[config.mk]
export PLATFORM = sky130hd
export DESIGN_NAME = graph_mem_arbiter_flat
export DESIGN_NICKNAME = d
export VERILOG_FILES = /design/src/rtl/graph_mem_arbiter_if.sv /design/src/rtl/graph_mem_arbiter.sv /design/src/flat_wrapper.sv
export SDC_FILE = /design/constraint.sdc
export NUM_CORES = 1
export LEC_CHECK = 0
export CAP_MARGIN = 0
export CORE_MARGIN = 4
export CORE_UTILIZATION = 42
export CTS_CLUSTER_DIAMETER = 30
export DETAILED_ROUTE_END_ITERATION = 16
export GPL_TIMING_DRIVEN = 0
export PLACE_DENSITY = 0.66
export SLEW_MARGIN = 20
export SYNTH_ARGS = -nofsm -noshare
export SYNTH_HDL_FRONTEND = slang
export SYNTH_SLANG_ARGS = --single-unit
export TNS_END_PERCENT = 100
[constraint.sdc]
create_clock -name clk_in -period 11.39 [get_ports clk_in]
set_clock_uncertainty 0.2 [all_clocks]
set_input_delay 2.278 -clock clk_in [delete_from_list [all_inputs] [get_ports clk_in]]
set_output_delay 2.278 -clock clk_in [all_outputs]
set_load 0.02 [all_outputs]
[src/rtl/graph_mem_arbiter_if.sv]
// Bus bundle between the graph fetch unit / graph BRAM and graph_mem_arbiter.
// master = requester + memory side, slave = arbiter.
interface graph_mem_arbiter_if #(
  parameter int NUM_REQ = 3
);
  logic [NUM_REQ-1:0]    req_valid_in;
  logic [32*NUM_REQ-1:0] req_addr_in;
  logic [NUM_REQ-1:0]    req_ready_out;
  logic [NUM_REQ-1:0]    resp_valid_out;
  logic [31:0]           resp_data_out;
  logic                  mem_en_out;
  logic [31:0]           mem_addr_out;
  logic [31:0]           mem_data_in;
  logic [NUM_REQ-1:0]    overflow_out;
  logic                  busy_out;

  modport master (
    output req_valid_in, req_addr_in, mem_data_in,
    input  req_ready_out, resp_valid_out, resp_data_out,
           mem_en_out, mem_addr_out, overflow_out, busy_out
  );

  modport slave (
    input  req_valid_in, req_addr_in, mem_data_in,
    output req_ready_out, resp_valid_out, resp_data_out,
           mem_en_out, mem_addr_out, overflow_out, busy_out
  );
endinterface

[src/rtl/graph_mem_arbiter.sv]
// Shares one graph BRAM read port among NUM_REQ queued read streams.
// Define GRAPH_ARB_FIXED_PRIO_EN for fixed lowest-index priority instead of round-robin.
module graph_mem_arbiter #(
  parameter int NUM_REQ  = 3,
  parameter int QDEPTH   = 2,
  parameter int READ_LAT = 2
) (
  input logic                clk_in,
  input logic                rst_in,
  graph_mem_arbiter_if.slave bus
);
  localparam int PW = $clog2(QDEPTH);
  localparam int IW = (NUM_REQ > 1) ? $clog2(NUM_REQ) : 1;
  localparam logic [PW:0] CNT_FULL = (PW+1)'(QDEPTH);

  logic [NUM_REQ-1:0]       w_nonempty, w_nxt_busy, w_gnt, w_ovf, w_rdy;
  logic [NUM_REQ-1:0][31:0] w_head;
  logic                     w_any_gnt;
  logic [IW-1:0]            w_gnt_idx;

  // vld_pipe[0] is the BRAM enable; stage READ_LAT lines up with mem_data_in
  logic [READ_LAT:0]         r_vld_pipe;
  logic [READ_LAT:0][IW-1:0] r_idx_pipe;
  logic [31:0]               r_mem_addr, r_resp_data;
  logic [NUM_REQ-1:0]        r_resp_vld;
  logic                      r_busy;

  for (genvar i = 0; i < NUM_REQ; i++) begin : g_q
    logic [QDEPTH-1:0][31:0] r_mem;
    logic [PW-1:0]           r_wp, r_rp;
    logic [PW:0]             r_cnt;
    logic                    r_ovf, r_rdy;
    logic                    w_full, w_push;
    logic [PW:0]             w_cnt_nxt;

    // a full queue still accepts when its head leaves in the same cycle
    assign w_full        = (r_cnt == CNT_FULL);
    assign w_push        = bus.req_valid_in[i] & (~w_full | w_gnt[i]);
    assign w_cnt_nxt     = r_cnt + (PW+1)'(w_push) - (PW+1)'(w_gnt[i]);
    assign w_nonempty[i] = (r_cnt != '0);
    assign w_nxt_busy[i] = (w_cnt_nxt != '0);
    assign w_head[i]     = r_mem[r_rp];
    assign w_ovf[i]      = r_ovf;
    assign w_rdy[i]      = r_rdy;

    always_ff @(posedge clk_in)
      if (w_push) r_mem[r_wp] <= bus.req_addr_in[32*i +: 32];

    always_ff @(posedge clk_in or negedge rst_in) begin
      if (!rst_in) begin
        r_wp  <= '0;
        r_rp  <= '0;
        r_cnt <= '0;
        r_ovf <= 1'b0;
        r_rdy <= 1'b1;
      end else begin
        if (w_push)   r_wp <= r_wp + 1'b1;
        if (w_gnt[i]) r_rp <= r_rp + 1'b1;
        r_cnt <= w_cnt_nxt;
        r_rdy <= (w_cnt_nxt != CNT_FULL);
        if (bus.req_valid_in[i] && !w_push) r_ovf <= 1'b1;
      end
    end
  end

`ifdef GRAPH_ARB_FIXED_PRIO_EN
  always_comb begin
    w_any_gnt = 1'b0;
    w_gnt_idx = '0;
    for (int k = NUM_REQ-1; k >= 0; k--)
      if (w_nonempty[k]) begin
        w_any_gnt = 1'b1;
        w_gnt_idx = IW'(k);
      end
  end
`else
  logic [IW-1:0] r_ptr;

  // scan from the far end so the candidate nearest the pointer is kept
  always_comb begin
    int idx;
    idx       = 0;
    w_any_gnt = 1'b0;
    w_gnt_idx = '0;
    for (int k = NUM_REQ-1; k >= 0; k--) begin
      idx = int'(r_ptr) + k;
      if (idx >= NUM_REQ) idx = idx - NUM_REQ;
      if (w_nonempty[idx]) begin
        w_any_gnt = 1'b1;
        w_gnt_idx = IW'(idx);
      end
    end
  end

  always_ff @(posedge clk_in or negedge rst_in) begin
    if (!rst_in)        r_ptr <= '0;
    else if (w_any_gnt) r_ptr <= (w_gnt_idx == IW'(NUM_REQ-1)) ? '0 : w_gnt_idx + 1'b1;
  end
`endif

  always_comb begin
    w_gnt = '0;
    for (int k = 0; k < NUM_REQ; k++)
      w_gnt[k] = w_any_gnt && (w_gnt_idx == IW'(k));
  end

  always_ff @(posedge clk_in or negedge rst_in) begin
    if (!rst_in) begin
      r_vld_pipe  <= '0;
      r_idx_pipe  <= '0;
      r_mem_addr  <= '0;
      r_resp_vld  <= '0;
      r_resp_data <= '0;
      r_busy      <= 1'b0;
    end else begin
      r_vld_pipe <= {r_vld_pipe[READ_LAT-1:0], w_any_gnt};
      r_idx_pipe <= {r_idx_pipe[READ_LAT-1:0], w_gnt_idx};
      if (w_any_gnt) r_mem_addr <= w_head[w_gnt_idx];
      if (r_vld_pipe[READ_LAT]) begin
        r_resp_data <= bus.mem_data_in;
        r_resp_vld  <= NUM_REQ'(1) << r_idx_pipe[READ_LAT];
      end else begin
        r_resp_vld  <= '0;
      end
      r_busy <= (|w_nxt_busy) | w_any_gnt | (|r_vld_pipe[READ_LAT-1:0]);
    end
  end

  assign bus.req_ready_out  = w_rdy;
  assign bus.overflow_out   = w_ovf;
  assign bus.resp_valid_out = r_resp_vld;
  assign bus.resp_data_out  = r_resp_data;
  assign bus.mem_en_out     = r_vld_pipe[0];
  assign bus.mem_addr_out   = r_mem_addr;
  assign bus.busy_out       = r_busy;
endmodule

[src/flat_wrapper.sv]
// flat-port wrapper written by rule: the top's interface ports become plain ports
module graph_mem_arbiter_flat 
#(
  parameter int NUM_REQ  = 3,
  parameter int QDEPTH   = 2,
  parameter int READ_LAT = 2
)
  (clk_in, rst_in, bus_req_valid_in, bus_req_addr_in, bus_mem_data_in, bus_req_ready_out, bus_resp_valid_out, bus_resp_data_out, bus_mem_en_out, bus_mem_addr_out, bus_overflow_out, bus_busy_out);
  graph_mem_arbiter_if #(.NUM_REQ(NUM_REQ)) bus_i ();
  input logic clk_in;
  input logic rst_in;
  input wire logic [$bits(bus_i.req_valid_in)-1:0] bus_req_valid_in;
  input wire logic [$bits(bus_i.req_addr_in)-1:0] bus_req_addr_in;
  input wire logic [$bits(bus_i.mem_data_in)-1:0] bus_mem_data_in;
  output wire logic [$bits(bus_i.req_ready_out)-1:0] bus_req_ready_out;
  output wire logic [$bits(bus_i.resp_valid_out)-1:0] bus_resp_valid_out;
  output wire logic [$bits(bus_i.resp_data_out)-1:0] bus_resp_data_out;
  output wire logic [$bits(bus_i.mem_en_out)-1:0] bus_mem_en_out;
  output wire logic [$bits(bus_i.mem_addr_out)-1:0] bus_mem_addr_out;
  output wire logic [$bits(bus_i.overflow_out)-1:0] bus_overflow_out;
  output wire logic [$bits(bus_i.busy_out)-1:0] bus_busy_out;
  assign bus_i.req_valid_in = bus_req_valid_in;
  assign bus_i.req_addr_in = bus_req_addr_in;
  assign bus_i.mem_data_in = bus_mem_data_in;
  assign bus_req_ready_out = bus_i.req_ready_out;
  assign bus_resp_valid_out = bus_i.resp_valid_out;
  assign bus_resp_data_out = bus_i.resp_data_out;
  assign bus_mem_en_out = bus_i.mem_en_out;
  assign bus_mem_addr_out = bus_i.mem_addr_out;
  assign bus_overflow_out = bus_i.overflow_out;
  assign bus_busy_out = bus_i.busy_out;
  graph_mem_arbiter #(.NUM_REQ(NUM_REQ), .QDEPTH(QDEPTH), .READ_LAT(READ_LAT)) u_core (.clk_in(clk_in), .rst_in(rst_in), .bus(bus_i));
endmodule
* Word level (Yosys, flattened, before mapping)
Cells that the tools add are included.
** Word-level totals
- Logic and storage cells :: 142
- Output and inout bits :: 75
- Register bits after elaboration :: 289
** Operators by class
- Add/subtract/negate cells :: 18
- Reduce and logical (&&, ||, !) cells :: 21
- Magnitude comparators :: 16
- Muxes and demuxes :: 37
- Eq/ne operators :: 8
- Shift-type cells :: 1
- Bitwise gates (word level) :: 11
** Operator list (number)
- $mux W32 :: 13
- $bwmux W64 :: 3
- $demux W32 S1 :: 3
- $lt A32 B4 Y1 const B :: 3
- $bmux W32 S2 :: 1
- $ge A32 B3 Y1 const B :: 2
- $sub A32 B3 Y32 const B :: 2
- $lt A1 B2 Y1 const B :: 6
- $reduce_bool A2 Y1 :: 6
- $logic_and A1 B1 Y1 :: 9
- $mux W1 :: 9
- $eq A2 B2 Y1 const B :: 4
- $mux W2 :: 4
- $add A1 B1 Y1 const B :: 6
- $add A2 B1 Y2 :: 3
- $bmux W1 S2 :: 3
- $ne A2 B2 Y1 const B :: 3
- $sub A2 B1 Y2 :: 3
- $or A1 B1 Y1 :: 5
- $add A2 B1 Y3 const B :: 1
- $add A2 B2 Y3 const B :: 1
- $and A1 B1 Y1 :: 3
- $ge A1 B1 Y1 const B :: 3
- $logic_not A1 Y1 :: 3
- 11 further kinds :: 13

* Logic depth before layout (Yosys ltp)
Gate-level depths: netlist of run 1.
- Depth in word-level cells :: 19
- Gate-level depth with buffers :: 15
- Mapped depth without buffers :: 13

* Worst setup path after synthesis of run 1
No wires, ideal clock.
- Path kind :: input to register
- Start :: in bus_req_valid_in[0]
- End :: reg u_core.g_q[0].r_mem[0] in the netlist's numbering, enable pin
- Path buffers :: 1
- Arrival time :: 4.024 ns
- Setup slack :: 6.745 ns
- Cell stages on the path :: 3
- Data required time :: 10.769 ns
- Cell sequence :: clkbuf_1 > nand2_1 > nor2_1
** On the way
- Cells in the longest elaborated chain, start to end :: 1
** RTL lines
- start, declared :: RTL line flat_wrapper.sv:12 : input wire logic [$bits(bus_i.req_valid_in)-1:0] bus_req_valid_in;
- $and A1 B1 Y1 :: RTL line graph_mem_arbiter.sv:38 : assign w_push = bus.req_valid_in[i] & (~w_full | w_gnt[i]);
- end signal, assigned by index :: RTL line graph_mem_arbiter.sv:47 : if (w_push) r_mem[r_wp] <= bus.req_addr_in[32*i +: 32];
- end, declared :: RTL line graph_mem_arbiter.sv:29 : logic [QDEPTH-1:0][31:0] r_mem;
No other way between the ends.
A chain may end at the register's enable or synchronous reset.

* Final worst setup path of run 1
- Start :: reg u_core.r_ptr[0]
- End :: reg u_core.r_busy, in the netlist u_core.bus.busy_out
** On the way
- Cells in the longest elaborated chain, start to end :: 19
- Elaborated cells between the ends (all ways) :: 50
- Those cells by class :: add/sub (11); order compare (3); eq/ne (2); mux (18); bitwise (8); reduce/logical (8)
** RTL lines
- start, declared :: RTL line graph_mem_arbiter.sv:77 : logic [IW-1:0] r_ptr;
- start signal, assigned :: RTL line graph_mem_arbiter.sv:97 : else if (w_any_gnt) r_ptr <= (w_gnt_idx == IW'(NUM_REQ-1)) ? '0 : w_gnt_idx + 1'b1;
- $add A2 B2 Y3 :: RTL line graph_mem_arbiter.sv:86 : idx = int'(r_ptr) + k;
- $sub A32 B3 Y32 or $ge A32 B3 Y1 (tied branches) :: RTL line graph_mem_arbiter.sv:87 : if (idx >= NUM_REQ) idx = idx - NUM_REQ;
- $mux W32 :: RTL line graph_mem_arbiter.sv:87
- $bmux W1 S2 :: RTL line graph_mem_arbiter.sv:88 : if (w_nonempty[idx]) begin
- $mux W1 (implied by the code) (2 in a row) :: RTL line graph_mem_arbiter.sv:88
- $mux W2 (3 in a row) :: RTL line graph_mem_arbiter.sv:88
- $eq A2 B2 Y1 :: RTL line graph_mem_arbiter.sv:104 : w_gnt[k] = w_any_gnt && (w_gnt_idx == IW'(k));
- $logic_and A1 B1 Y1 * :: RTL line graph_mem_arbiter.sv:104
- via u_core.w_gnt[2] :: RTL line graph_mem_arbiter.sv:16 : logic [NUM_REQ-1:0] w_nonempty, w_nxt_busy, w_gnt, w_ovf, w_rdy;
- $or A1 B1 Y1 :: RTL line graph_mem_arbiter.sv:38
- $and A1 B1 Y1 :: RTL line graph_mem_arbiter.sv:38
- $add A2 B1 Y2 :: RTL line graph_mem_arbiter.sv:39 : assign w_cnt_nxt = r_cnt + (PW+1)'(w_push) - (PW+1)'(w_gnt[i]);
- $sub A2 B1 Y2 * :: RTL line graph_mem_arbiter.sv:39
- $reduce_bool A2 Y1 * :: RTL line graph_mem_arbiter.sv:41 : assign w_nxt_busy[i] = (w_cnt_nxt != '0);
- $reduce_or A3 Y1 * :: RTL line graph_mem_arbiter.sv:125 : r_busy <= (|w_nxt_busy) | w_any_gnt | (|r_vld_pipe[READ_LAT-1:0]);
- $or A1 B1 Y1 * (2 in a row) :: RTL line graph_mem_arbiter.sv:125
- end signal, assigned :: RTL line graph_mem_arbiter.sv:125
- end, declared :: RTL line graph_mem_arbiter.sv:26 : logic r_busy;
The timed path passes the listed nets; every way through them passes the cells marked *. The select of a mux whose other input is x is not followed.

==> key figures, run 1 <==
Clock tree
  • Worst-Skew Late Latency: 0.57 ns
  • CTS H-Tree Depth: 2
  • Clock sink count: 289
  • Longest Clk Path Bufs: 3
  • Num CTS Buffers: 59
  • CTS tree: done
  • Resized Gates After CTS: 0
  • Hold buffer count at CTS: 0
  • Post-CTS setup buffer count: 0
  • Clk root buf: clkbuf_16
  • Clk slew on worst S/H paths: 0.05 ns

Timing
  • Fmax achieved: 226 MHz
  • Max_slew headroom: 37.0%
  • Final setup vio count: 0
  • RSZ-0062 raised after global routing: no
  • Tcrit/Tclk final: 38.9%
  • Post-route minimum period: 4.43 ns
  • Setup tns final: 0 ns
  • Final worst slack: 6.96 ns
  • Final hold vios: 0
  • Worst Max-Slew Pin Slew: 0.945 ns
  • Final Max Slew Viols: 0

Pwr
  • Pwr dens: 320 mW/mm^2
  • Sw frac: 31.6%
  • Leak: 6.45 nW
  • Psw: 0.00165 W
  • Int Power: 0.00356 W
  • Clock share of power: 35.9%
  • Comb pwr share: 33.5%
  • Sequential share of power: 30.7%
  • VDD IR max: 0.156 mV

Worst setup path
  • Crit path from: u_core.r_ptr[0]
  • Slowest cell on the critical path: o22ai_1
  • CP delay by family, top: buffers and inverters
  • Critical Path, Cell by Cell: inv_1 > ha_1 > buf_2 > nor3_1 > a22o_2 > o22ai_1 > clkbuf_1 > inv_1 > ha_1 > inv_1 > ha_1 > xor2_1 > xnor2_1 > nand3_1 > or4_1
  • Worst reg2reg path depth: 15
  • Worst Path Arrival: 4.65 ns
  • Worst reg2reg setup slack: 6.96 ns
  • WS Path Type: reg2reg
  • Critical path endpoint category: register
  • Crit-path max FO: 10
  • CP Launch Type: register
  • Critical Path RT: 11.61 ns
  • R2R Path End: u_core.bus.busy_out
  • Max stage delay on crit path: 0.65 ns
  • CP bufs+invs: 5
  • Worst reg2reg path startpoint: u_core.r_ptr[0]

Die
  • Overall die area: 0.0297 mm^2
  • Die Ht: 172 um
  • Chip Width: 172 um
  • Initial Utilization: 43.1%
  • I/O pins: 208
  • Row count: 59
  • Core Region: 0.0263 mm^2

Drt
  • Via density: 5.05
  • DRT Wirelength: 26400 um
  • Routed Antenna Nets: 0
  • Via count: 6785
  • Drt pass-1 iters: 5
  • DRC: 0
  • Drt wl/cell: 19.7 um
  • Drt first-iter violations: 336

Layout
  • Sequential cell area: 0.00820 mm^2
  • Non-filler instance count after layout: 1343
  • Final nets: 1096
  • Layout area overhead: 43.3%
  • Number of inserted diodes: 0
  • Layout cells sized above 1: 18.7%
  • Filler Cells Inserted: 1979
  • Commonest non-fill, non-tap cell in the layout: clkdlybuf4s50_1
  • Most frequent cells in the layout: clkdlybuf4s50_1 (205), edfxtp_1 (192), mux2i_1 (128)
  • Footprint of the multi-input gates: 0.00291 mm^2

Global routing
  • First-pass GRT wire length: 39400 um
  • Initial antenna violation count: 2
  • Gr usage total: 17.5%
  • Number of global-route vias before repair: 7080
  • Largest net degree at the start of global routing: 74
  • GRT overflow: 0

Synthesis
  • Syn Std Cell Area: 0.0113 mm^2
  • Net count after synthesis: 822
  • FF+latch count, synth: 289
  • Top_reg_cell synth: edfxtp_1
  • Post-synth EDFFs: 192
  • Seq/Total Area, Yosys: 72.3%
  • Synth warn: 0
  • Mean Syn Cell Area: 16.6 um^2
  • Ys async rst share: 33.6%
  • Synthesized instance count: 683
  • Unique masters post-synth: 56

Flow run
  • Max-cap violations: 0

Place
  • Port bufs: 206
  • Pre-CTS setup slack: 6.68 ns
  • Placed insts: 1231
  • GPL Wtd Cong: 0.787
  • DPL Wire Length: 18000 um

Hold path
  • Hold Path End: u_core.r_idx_pipe[2]
  • Worst Min Path Start: u_core.r_idx_pipe[0]
  • Hold depth: 0
  • Min-delay worst type: reg2reg

Run status
  • Status: finished clean
==> flip-flops by register name (all words and copies together), names as in the netlist <==
signal                     count
u_core.g_q.r_mem             192
u_core.bus.resp_data_out      32
u_core.g_q.r_rdy               3
u_core.bus.busy_out            1
u_core.g_q.r_cnt               6
u_core.r_vld_pipe              3
u_core.g_q.r_wp                3
u_core.r_idx_pipe              6
u_core.g_q.r_rp                3
u_core.bus.resp_valid_out      3
u_core.r_ptr                   2
u_core.g_q.r_ovf               3
u_core.bus.mem_addr_out       32
==> kinds of logic (layout without fill, tap and decap cells) <==
family,after synthesis,after routing,synth area share [%]
buf+inv,58,383,2.33
simple gates,95,95,4.34
compound gates,63,63,4.89
xor+xnor,11,11,0.850
mux,161,161,14.6
fa+ha+maj,6,6,0.663
flops,289,289,72.3
==> power by group through the flow <==
| stage | combinational (W) | clock, W | sequential [W] |
|---|---|---|---|
| finish | 0.00174 | 0.00187 | 0.00160 |
| global route | 0.00189 | 0.00196 | 0.00162 |
| CTS | 0.00177 | 0.00190 | 0.00160 |
| detailed placement | 0.00177 | 0 | 0.00161 |
| global placement | 0.00168 | 0 | 0.00162 |
| floorplan | 0.00104 | 0 | 0.00169 |
==> layer usage <==
metal | part of all wire, % | up-vias | GRT usage [%]
met5 | 0.10 | - | 0
met4 | 1.7 | 4 | 4.89
met3 | 8.0 | 42 | 5.42
met2 | 46 | 260 | 28.4
met1 | 44 | 3309 | 22.8
li1 | - | 3170 | -
==> Yosys cell counts, types with 2 or more instances <==
cell type  instances  area share (%)
xnor2_1            7            0.54
mux2_2            33             3.3
buf_4              6            0.40
a221o_1           32             2.8
a21oi_1            7            0.31
buf_1              3           0.099
and3b_1            2            0.15
mux2i_1          128              11
nor3b_1            3            0.20
o22ai_1            3            0.17
xor2_1             4            0.31
nand3_1            3            0.13
clkbuf_1          26            0.86
dfstp_2            3            0.70
nor2b_1            7            0.39
nor3_1             7            0.31
dfrtp_1           94              21
inv_1             16            0.53
a31o_2             2            0.15
nor2_1            44             1.5
buf_2              5            0.22
a211o_1            2            0.15
o21ai_0            6            0.27
nand2_1           12            0.40
ha_1               6            0.66
edfxtp_1         192              51
==> per-stage QoR <==
stage	util, %	hold WS [ns]	instance area (um^2)	total power [W]
final	61.8	0.144	16200	0.00520
after global routing	61.8	0.159	16200	0.00548
after CTS	61.8	0.145	16200	0.00527
after detailed placement	53.3	0.135	14000	0.00338
after global placement	52.6	0.134	13800	0.00330
after floorplan	-	0.131	11300	0.00273
==> layout make-up <==
cell class                 count  area share [%]
buffer                        42            1.26
clock buffer                  67            9.72
clock inverter                45            3.98
inverter                      16           0.370
multi-input combinational    336            17.9
sequential                   289            50.5
tap                          335            2.58
timing repair buffer         213            13.7
==> worst max path at each step <==
stage,end,cells after the start
floorplan,u_core.g_q[0].r_mem[0],3
global placement,u_core.bus.mem_addr_out[14],1
detailed placement,u_core.bus.busy_out,6
CTS,u_core.bus.busy_out,14
global route,u_core.bus.busy_out,15
finish,u_core.bus.busy_out,15
Power figures use the tool's default switching activity.
==> run 2: changes to the inputs <==
Settings changed: PLACE_DENSITY 0.66 to 0.69.
Clock period 11.39 ns to 3.8 ns, I/O delays scaled along.
==> run 2 against run 1 <==
Compared with the run above:
- first-iteration DRC count fell by 0.30%
- non-clock buffer count grew 8
- fmax grew 20%
- global-route usage is 0.39 points higher
- power rose to 3.0 times the previous value
- sequential cell count did not move
- cell area increased by 0.63%
- count of clock-buffer cells in the layout up 4
- largest cell class unchanged
==> key figures, run 2 (synthesized netlist as in run 1, its figures left out) <==
Hold path
  • Min-delay worst type: reg2reg
  • Hold Path End: u_core.r_idx_pipe[3]
  • Worst Min Path Start: u_core.r_idx_pipe[1]
  • Hold depth: 0

Worst setup path
  • R2R Path End: u_core.bus.busy_out
  • Critical Path, Cell by Cell: buf_4 > ha_4 > a211o_1 > nand2_2 > nand3b_1 > buf_6 > buf_12 > inv_1 > ha_4 > or2b_4 > o21ai_0 > o311ai_1 > or4_4 > or4_1
  • Worst path most repeated cell: ha_4
  • Worst Path Arrival: 3.89 ns
  • Slowest cell on the critical path: or4_1
  • CP Launch Type: register
  • WS Path Type: reg2reg
  • Max stage delay on crit path: 0.53 ns
  • Critical Path RT: 4.01 ns
  • Worst reg2reg path depth: 14
  • Crit path from: u_core.r_ptr[1]
  • Worst reg2reg path startpoint: u_core.r_ptr[1]
  • Crit-path max FO: 10
  • Worst reg2reg setup slack: 0.12 ns
  • Critical path endpoint category: register

Timing
  • Worst Max-Slew Pin Slew: 1.06 ns
  • Hold WS: 0.147 ns
  • Tcrit/Tclk final: 96.8%
  • Final worst slack: 0.121 ns
  • Setup tns final: 0 ns
  • Max_slew headroom: 29.1%
  • Post-route minimum period: 3.68 ns
  • Final hold vios: 0
  • Final Max Slew Viols: 0
  • Fmax achieved: 272 MHz
  • Final setup vio count: 0

Global routing
  • First-pass GRT wire length: 40200 um
  • GRT overflow: 0
  • Largest net degree at the start of global routing: 55
  • Number of global-route vias before repair: 7171
  • Initial antenna violation count: 5
  • Gr usage total: 17.8%

Place
  • Placed insts: 1233
  • GPL Wtd Cong: 0.798
  • DPL Wire Length: 18200 um
  • Pre-CTS setup slack: -0.827 ns
  • Port bufs: 206

Layout
  • Layout area overhead: 44.2%
  • Most frequent cells in the layout: clkdlybuf4s50_1 (205), edfxtp_1 (192), mux2i_1 (128)
  • Final nets: 1106
  • Most flop-heavy register: u_core.g_q.r_mem
  • Non-filler instance count after layout: 1355
  • Footprint of the multi-input gates: 0.00297 mm^2
  • Core Util, Final: 62.2%
  • Number of flip-flops in the largest register: 192
  • Sequential cell area: 0.00820 mm^2
  • Commonest non-fill, non-tap cell in the layout: clkdlybuf4s50_1
  • Layout cells sized above 1: 19.5%
  • Filler Cells Inserted: 2009

Clock tree
  • CTS tree: done
  • Clock sink count: 289
  • Clk slew on worst S/H paths: 0.05 ns
  • Worst-Skew Late Latency: 0.55 ns
  • Clk root buf: clkbuf_16
  • Num CTS Buffers: 61
  • CTS H-Tree Depth: 2
  • Longest Clk Path Bufs: 3

Pwr
  • Leak: 6.50 nW
  • Pwr dens: 961 mW/mm^2
  • Int Power: 0.0107 W
  • Clock share of power: 34.1%
  • Sequential share of power: 30.5%
  • Psw: 0.00501 W
  • VDD IR max: 0.511 mV
  • Sw frac: 31.9%
  • Comb pwr share: 35.4%

Drt
  • Drt first-iter violations: 335
  • Drt pass-1 iters: 4
  • Via count: 6822
  • Routed Antenna Nets: 0
  • Drt wl/cell: 20.0 um
  • Via density: 5.03
  • DRT Wirelength: 27100 um
  • DRC: 0

Die
  • Die Ht: 172 um
  • Chip Width: 172 um
  • Core Region: 0.0263 mm^2
  • Overall die area: 0.0297 mm^2
  • Initial Utilization: 43.1%
  • Row count: 59
  • I/O pins: 208

Flow run
  • Max-cap violations: 0

Run status
  • Status: finished clean
==> run 2: cell types whose count changed in the layout (fill, tap and decap cells not counted), moves of 3 or more <==
cell,delta
buf_16,+4
buf_4,+5
bufinv_16,-3
clkinv_1,+4
clkinvlp_4,-4
ha_1,-3
inv_6,+3
==> run 2: cell type report <==
cell class,instances,share of cell area (%)
inverter,16,0.368
buffer,42,1.40
multi-input combinational,336,18.1
clock inverter,44,3.19
clock buffer,71,9.82
antenna,1,0.0153
sequential,289,50.2
tap,335,2.56
timing repair buffer,221,14.3
==> run 2: stage by stage <==
| stage | instance area [um^2] | power [W] |
|---|---|---|
| detailed placement | 14100 | 0.0103 |
| finish | 16300 | 0.0157 |
| global placement | 13800 | 0.00993 |
| global route | 16300 | 0.0165 |
| CTS | 16300 | 0.0158 |
| floorplan | 11300 | 0.00818 |
==> run 2: critical path, delay by kind of cell, from the launching register on <==
family,cells,cell delay (ns)
and+or+nand+nor,5,1.41
AOI/OAI and AO/OA,3,0.55
adders and majority gates,2,0.45
DFF,1,0.37
buffers and inverters,4,0.54
==> run 2: routing by layer <==
metal	GRT usage, %	wire, um
met3	5.24	2110
met4	5.16	512
met1	21.8	11000
met5	0	61
met2	30.8	13400
==> run 2: repair_timing <==
action,in CTS,in global routing
pin swaps,1,2
endpoints found under the hold margin,50,0
gates resized for setup,10,7
cloned,0,0
buffers inserted,2,3
hold buffers,1,0
endpoints found under the setup margin,3,1
==> run 2: power groups by stage <==
stage	sequential [W]	combinational, W	clock (W)
final	0.00479	0.00556	0.00534
after global routing	0.00487	0.00603	0.00561
after CTS	0.00480	0.00557	0.00545
after detailed placement	0.00483	0.00544	0
after global placement	0.00486	0.00507	0
after floorplan	0.00506	0.00313	0
==> run 2: worst max-delay path by stage <==
stage | end
CTS | u_core.bus.busy_out
global placement | u_core.bus.mem_addr_out[15]
floorplan | u_core.bus.busy_out
detailed placement | u_core.bus.busy_out
finish | u_core.bus.busy_out
global route | u_core.bus.busy_out
